File: config.mk
export PLATFORM = sky130hd
export DESIGN_NAME = mem_port_arbiter
export DESIGN_NICKNAME = d
export VERILOG_FILES = /design/src/rtl/mem_port_arbiter.sv
export SDC_FILE = /design/constraint.sdc
export NUM_CORES = 1
export LEC_CHECK = 0
export BUFFER_PORTS_ARGS = -buffer_cell sky130_fd_sc_hd__buf_2
export CORE_AREA = 5 5 121 123
export DETAILED_ROUTE_END_ITERATION = 8
export DIE_AREA = 0 0 126 128
export GPL_TIMING_DRIVEN = 1
export PLACE_DENSITY = 0.69
export SLEW_MARGIN = 20
export SYNTH_ARGS = -nofsm -noshare
export SYNTH_HDL_FRONTEND = slang
export SYNTH_SLANG_ARGS = --single-unit
export TNS_END_PERCENT = 50
File: constraint.sdc
create_clock -name clk -period 4.2 [get_ports clk]
set_clock_uncertainty 0.15 [all_clocks]
set_input_delay 0.21 -clock clk [delete_from_list [all_inputs] [get_ports clk]]
set_output_delay 0.21 -clock clk [all_outputs]
set_load 0.02 [all_outputs]
File: src/rtl/mem_port_arbiter.sv
// -----------------------------------------------------------------------------
// mem_port_arbiter
//
// Two-master arbiter for a single-ported data memory. Port 0 serves the CPU
// core, port 1 the debug/program-loader path. Each port uses a level req held
// until a one-cycle ack. Every access takes IDLE -> ACCESS -> ACK, so at most
// one memory access is in flight. Under contention, grants alternate through a
// 1-bit round-robin pointer.
//
// Ports:
//   clk, rst            clock, asynchronous active-high reset
//   m0_* / m1_*         per-port req, we, addr, wdata in; rdata, ack out
//   MEM_ADDR, MEM_OUT   latched address / write data driven to the memory
//   MEM_CTRL            1 = write; high only during ACCESS of a write
//   MEM_IN              memory read data, valid combinationally in ACCESS
//   busy                high in any state other than IDLE
//   owner               port currently (or most recently) granted
// -----------------------------------------------------------------------------
module mem_port_arbiter #(
  parameter int WIDTH    = 32,
  parameter int ADDRSIZE = 12
) (
  input  logic                clk,
  input  logic                rst,
  // port 0 (CPU)
  input  logic                m0_req,
  input  logic                m0_we,
  input  logic [ADDRSIZE-1:0] m0_addr,
  input  logic [0:WIDTH-1]    m0_wdata,
  output logic [0:WIDTH-1]    m0_rdata,
  output logic                m0_ack,
  // port 1 (debug / loader)
  input  logic                m1_req,
  input  logic                m1_we,
  input  logic [ADDRSIZE-1:0] m1_addr,
  input  logic [0:WIDTH-1]    m1_wdata,
  output logic [0:WIDTH-1]    m1_rdata,
  output logic                m1_ack,
  // memory side
  output logic [ADDRSIZE-1:0] MEM_ADDR,
  output logic [0:WIDTH-1]    MEM_OUT,
  output logic                MEM_CTRL,
  input  logic [0:WIDTH-1]    MEM_IN,
  // status
  output logic                busy,
  output logic                owner
);

  typedef enum logic [1:0] {
    IDLE   = 2'd0,
    ACCESS = 2'd1,
    ACK    = 2'd2
  } state_e;

  state_e                state_q;
  logic                  last_q;      // round-robin pointer: last grantee
  logic                  owner_q;
  logic                  busy_q;
  logic                  we_q;
  logic                  mem_ctrl_q;
  logic [ADDRSIZE-1:0]   addr_q;
  logic [0:WIDTH-1]      wdata_q;
  logic [0:WIDTH-1]      m0_rdata_q;
  logic [0:WIDTH-1]      m1_rdata_q;
  logic                  m0_ack_q;
  logic                  m1_ack_q;

  // Grant decision for the IDLE sampling edge.
  logic                  grant_valid_d;
  logic                  grant_port_d;
  logic                  sel_we_d;
  logic [ADDRSIZE-1:0]   sel_addr_d;
  logic [0:WIDTH-1]      sel_wdata_d;

  always_comb begin
    // NOTE: every always_comb output gets a default first so no path can
    // leave it unassigned and infer a latch.
    grant_valid_d = m0_req | m1_req;
    grant_port_d  = 1'b0;
    if (m0_req && m1_req) begin
      grant_port_d = ~last_q;   // contention: the port that did not win last
    end else if (m1_req) begin
      grant_port_d = 1'b1;
    end

    sel_we_d    = grant_port_d ? m1_we    : m0_we;
    sel_addr_d  = grant_port_d ? m1_addr  : m0_addr;
    sel_wdata_d = grant_port_d ? m1_wdata : m0_wdata;
  end

  // Single FSM register block; all outputs come straight from flops so an
  // asynchronous reset clears MEM_CTRL and the acks immediately.
  always_ff @(posedge clk or posedge rst) begin
    if (rst) begin
      state_q    <= IDLE;
      last_q     <= 1'b1;           // port 0 wins the first contention
      owner_q    <= 1'b0;
      busy_q     <= 1'b0;
      we_q       <= 1'b0;
      mem_ctrl_q <= 1'b0;
      addr_q     <= '0;
      wdata_q    <= '0;
      m0_rdata_q <= '0;
      m1_rdata_q <= '0;
      m0_ack_q   <= 1'b0;
      m1_ack_q   <= 1'b0;
    end else begin
      // NOTE: non-blocking assignments throughout; the ack defaults below are
      // overridden later in the same block, and the last write wins.
      m0_ack_q <= 1'b0;
      m1_ack_q <= 1'b0;

      unique case (state_q)
        IDLE: begin
          if (grant_valid_d) begin
            state_q    <= ACCESS;
            owner_q    <= grant_port_d;
            last_q     <= grant_port_d;
            addr_q     <= sel_addr_d;
            wdata_q    <= sel_wdata_d;
            we_q       <= sel_we_d;
            mem_ctrl_q <= sel_we_d;   // write strobe covers ACCESS only
            busy_q     <= 1'b1;
          end
        end

        ACCESS: begin
          mem_ctrl_q <= 1'b0;
          if (!we_q) begin
            if (owner_q) m1_rdata_q <= MEM_IN;
            else         m0_rdata_q <= MEM_IN;
          end
          if (owner_q) m1_ack_q <= 1'b1;
          else         m0_ack_q <= 1'b1;
          state_q <= ACK;
        end

        ACK: begin
          state_q <= IDLE;
          busy_q  <= 1'b0;
        end

        default: begin
          state_q    <= IDLE;
          busy_q     <= 1'b0;
          mem_ctrl_q <= 1'b0;
        end
      endcase
    end
  end

  assign MEM_ADDR = addr_q;
  assign MEM_OUT  = wdata_q;
  assign MEM_CTRL = mem_ctrl_q;
  assign m0_rdata = m0_rdata_q;
  assign m1_rdata = m1_rdata_q;
  assign m0_ack   = m0_ack_q;
  assign m1_ack   = m1_ack_q;
  assign busy     = busy_q;
  assign owner    = owner_q;

endmodule

==> Implementation_results.wiki <==
{| class="wikitable"
! Metric !! Value
|-
| Run status || finished clean
|-
| Post-synthesis cell type count || 21
|-
| Die X || 126 µm
|-
| Signed area change from the synthesized netlist to the final layout || 51.5%
|-
| Worst vdd ir || 0.316 mV
|-
| # rows || 43
|-
| Fill cell total of the finished layout || 1108
|-
| Area taken by flip-flops and latches || 2930 µm²
|-
| Worst Hold Path Cells || 3
|-
| Count of buffers added by post-CTS timing repair for setup || 0
|-
| Die area || 16100 µm²
|-
| CTS clk-pin slew, worst paths || 0.06 ns
|-
| Power Dens Cells || 793 nW/µm²
|-
| Met1 wire length || 5320 µm
|-
| Endpoint arrival time on the critical path || 3.16 ns
|-
| Average instance area after synthesis || 16.9 µm²
|-
| Setup violation total in the final timing report || 0
|-
| Element type at the critical path start || flop
|-
| Register bit total from synthesis || 117
|-
| Die Y || 128 µm
|-
| Global router's overall resource usage || 16.6%
|-
| Slew @ Worst Pin || 0.841 ns
|-
| Final max-slew violation count || 0
|-
| Slew Limit Headroom || 43.9%
|-
| Setup tns final || 0 ns
|-
| Worst setup slack for register-to-register paths || 1.18 ns
|-
| Mean number of vias per cell || 4.59
|-
| Unrepaired setup endpoints after global routing || no
|-
| Most frequent cells in the layout || sky130_fd_sc_hd__buf_2, sky130_fd_sc_hd__dfrtp_1, sky130_fd_sc_hd__mux2_4
|-
| Reg-to-Reg Start || last_q
|-
| Antenna Diode Count || 0
|-
| Fraction of the yosys area taken by sequential cells || 56.2%
|-
| TritonCTS clock tree || done
|-
| Met3 wire length || 1000 µm
|-
| Maximum fanout along the worst path || 33
|-
| Critical path class || reg2reg
|-
| Placeable core region || 13600 µm²
|-
| Area of the mapped netlist || 5210 µm²
|-
| Sum of net half-perimeters after detailed placement || 9340 µm
|-
| R2R Path End || MEM_ADDR[10]
|-
| Dpl cell area || 6540 µm²
|-
| FMAX || 0.331 GHz
|-
| Final Wtd Congestion || 0.712
|-
| Cell count of the worst reg-to-reg path || 5
|-
| Maximum number of buffers from clock root to sink || 2
|-
| Number of hold violations in the final report || 0
|-
| Largest net degree at the start of global routing || 49
|-
| Maximum level of the CTS H-tree || 4
|-
| NumNets Final || 757
|-
| Number of DRC violations after detailed-routing iteration 0 || 108
|-
| Total clock sinks || 117
|-
| Minimum clock period after layout || 3.02 ns
|-
| Worst Min Path Start || m0_wdata[12]
|-
| Hold_buf cts || 72
|-
| Net count of the mapped netlist || 435
|-
| Path category of the worst min-delay check || in2reg
|-
| Congestion Overflow GR || 0
|-
| Worst-Skew Late Latency || 0.40 ns
|-
| Reported max-cap violation count || 0
|-
| Combined area of the multi-input logic cells || 2130 µm²
|-
| Static leakage || 3.98 nW
|-
| Highest routed metal layer || met4
|-
| Final critical-path share of the clock period || 71.8%
|-
| Number of iterations in the first detailed-routing pass || 6
|-
| Most common cell after layout, fill and taps aside || sky130_fd_sc_hd__buf_2
|-
| Worst EP required || 4.34 ns
|-
| Starting density of the core || 38.4%
|-
| Number of global-route vias before repair || 4250
|-
| Finished layout cell area || 7890 µm²
|-
| Antenna Violating Nets Remaining || 0
|-
| Endpoint kind of the worst setup timing path || flop
|-
| Post-cts repair resize count || 0
|-
| Number of warning messages in the yosys log || 0
|-
| Total detailed-routing wirelength || 13400 µm
|-
| Vias after detailed routing || 3784
|-
| Wire length of the first global-routing pass || 21100 µm
|-
| Utilization after layout || 58.2%
|-
| Cell count after synthesis || 309
|-
| Number of antenna violations at the first check in global routing || 0
|-
| Residual DRC || 0
|-
| Sum of met2 wire segment lengths after detailed routing || 6720 µm
|-
| Number of buffers added on ports || 238
|-
| Final total power || 6.26 mW
|-
| Num ports || 239
|-
| Terminating pin of the worst hold path || MEM_OUT[12]
|-
| Num CTS Buffers || 17
|-
| Proportion of layout cells with a drive suffix above 1 || 66.0%
|-
| CTS Root Buffer Type || sky130_fd_sc_hd__clkbuf_16
|-
| Wire per inst || 16.2 µm
|}
synthesized netlist by cell type, drive strengths merged:
master	count	share of area [%]
a21bo	1	0.19
a21oi	1	0.096
a31oi	1	0.12
buf	16	2.7
dfrtp	116	56
dfstp	1	0.50
inv	6	0.43
mux2	152	38
mux2i	2	0.38
nand2b	1	0.12
nor2	4	0.29
nor2b	1	0.12
nor3	2	0.38
o21ai	4	0.38
o32ai	1	0.17
worst max-delay path by stage:
stage | start | end | cells after the start
final | last_q | MEM_ADDR[10] | 5
after CTS | last_q | MEM_ADDR[10] | 5
after detailed placement | state_q[0] | MEM_ADDR[10] | 5
after global placement | state_q[0] | MEM_ADDR[10] | 5
after floorplan | rst | MEM_ADDR[0] | 1
after global routing | last_q | MEM_ADDR[10] | 5
per-stage QoR:
| step | setup WS [ns] | std cells | hold slack, ns |
|---|---|---|---|
| 2_1_floorplan | 0.741 | 309 | 0.130 |
| 3_3_place_gp | 1.78 | 717 | 0.0783 |
| 3_5_place_dp | 1.70 | 717 | 0.0906 |
| 4_1_cts | 1.20 | 821 | 0.000143 |
| 5_1_grt | 1.08 | 824 | 0.00384 |
| 6_report | 1.18 | 824 | 0.0230 |
layer usage:
layer  GRT usage, %  up-vias
met5              0        -
met4           6.56        0
met3           5.75       31
met2           28.3      158
met1           19.3     1855
li1               -     1740
cells by family (layout without fill, tap and decap cells):
group / Yosys count / count (layout) / share of synthesized area, %
multiplexers: 154 / 154 / 38.7
AND/OR/NAND/NOR: 8 / 8 / 0.913
buffers and inverters: 22 / 357 / 3.15
flip-flops: 117 / 117 / 56.2
AO/OA/AOI/OAI: 8 / 8 / 0.961
sequential cells by signal (all words and copies together), names as in the netlist:
register / count
MEM_ADDR: 12
MEM_CTRL: 1
MEM_OUT: 32
busy: 1
last_q: 1
m0_ack: 1
m0_rdata: 32
m1_ack: 1
m1_rdata: 32
owner: 1
state_q: 2
we_q: 1
power breakdown:
group          internal [mW]  switching [mW]  leakage (nW)
sequential              1.71           0.317          1.39
combinational           1.33            1.46          2.30
clock                  0.967           0.470         0.295
total                   4.01            2.24          3.98
final cells by class:
class | count | area share [%]
Clock buffer | 28 | 6.68
Clock inverter | 4 | 0.888
Inverter | 6 | 0.317
Multi-Input combinational cell | 170 | 27.0
Sequential cell | 117 | 37.1
Tap cell | 180 | 2.85
Timing Repair Buffer | 319 | 25.2
critical path: stages, from the launching register on:
cell                            delay, ns
sky130_fd_sc_hd__dfstp_2             0.54
sky130_fd_sc_hd__a21bo_2             0.41
sky130_fd_sc_hd__buf_4               0.56
sky130_fd_sc_hd__mux2_2              0.40
sky130_fd_sc_hd__dlygate4sd3_1       0.56
sky130_fd_sc_hd__mux2_2              0.26
Power figures use the tool's default switching activity.
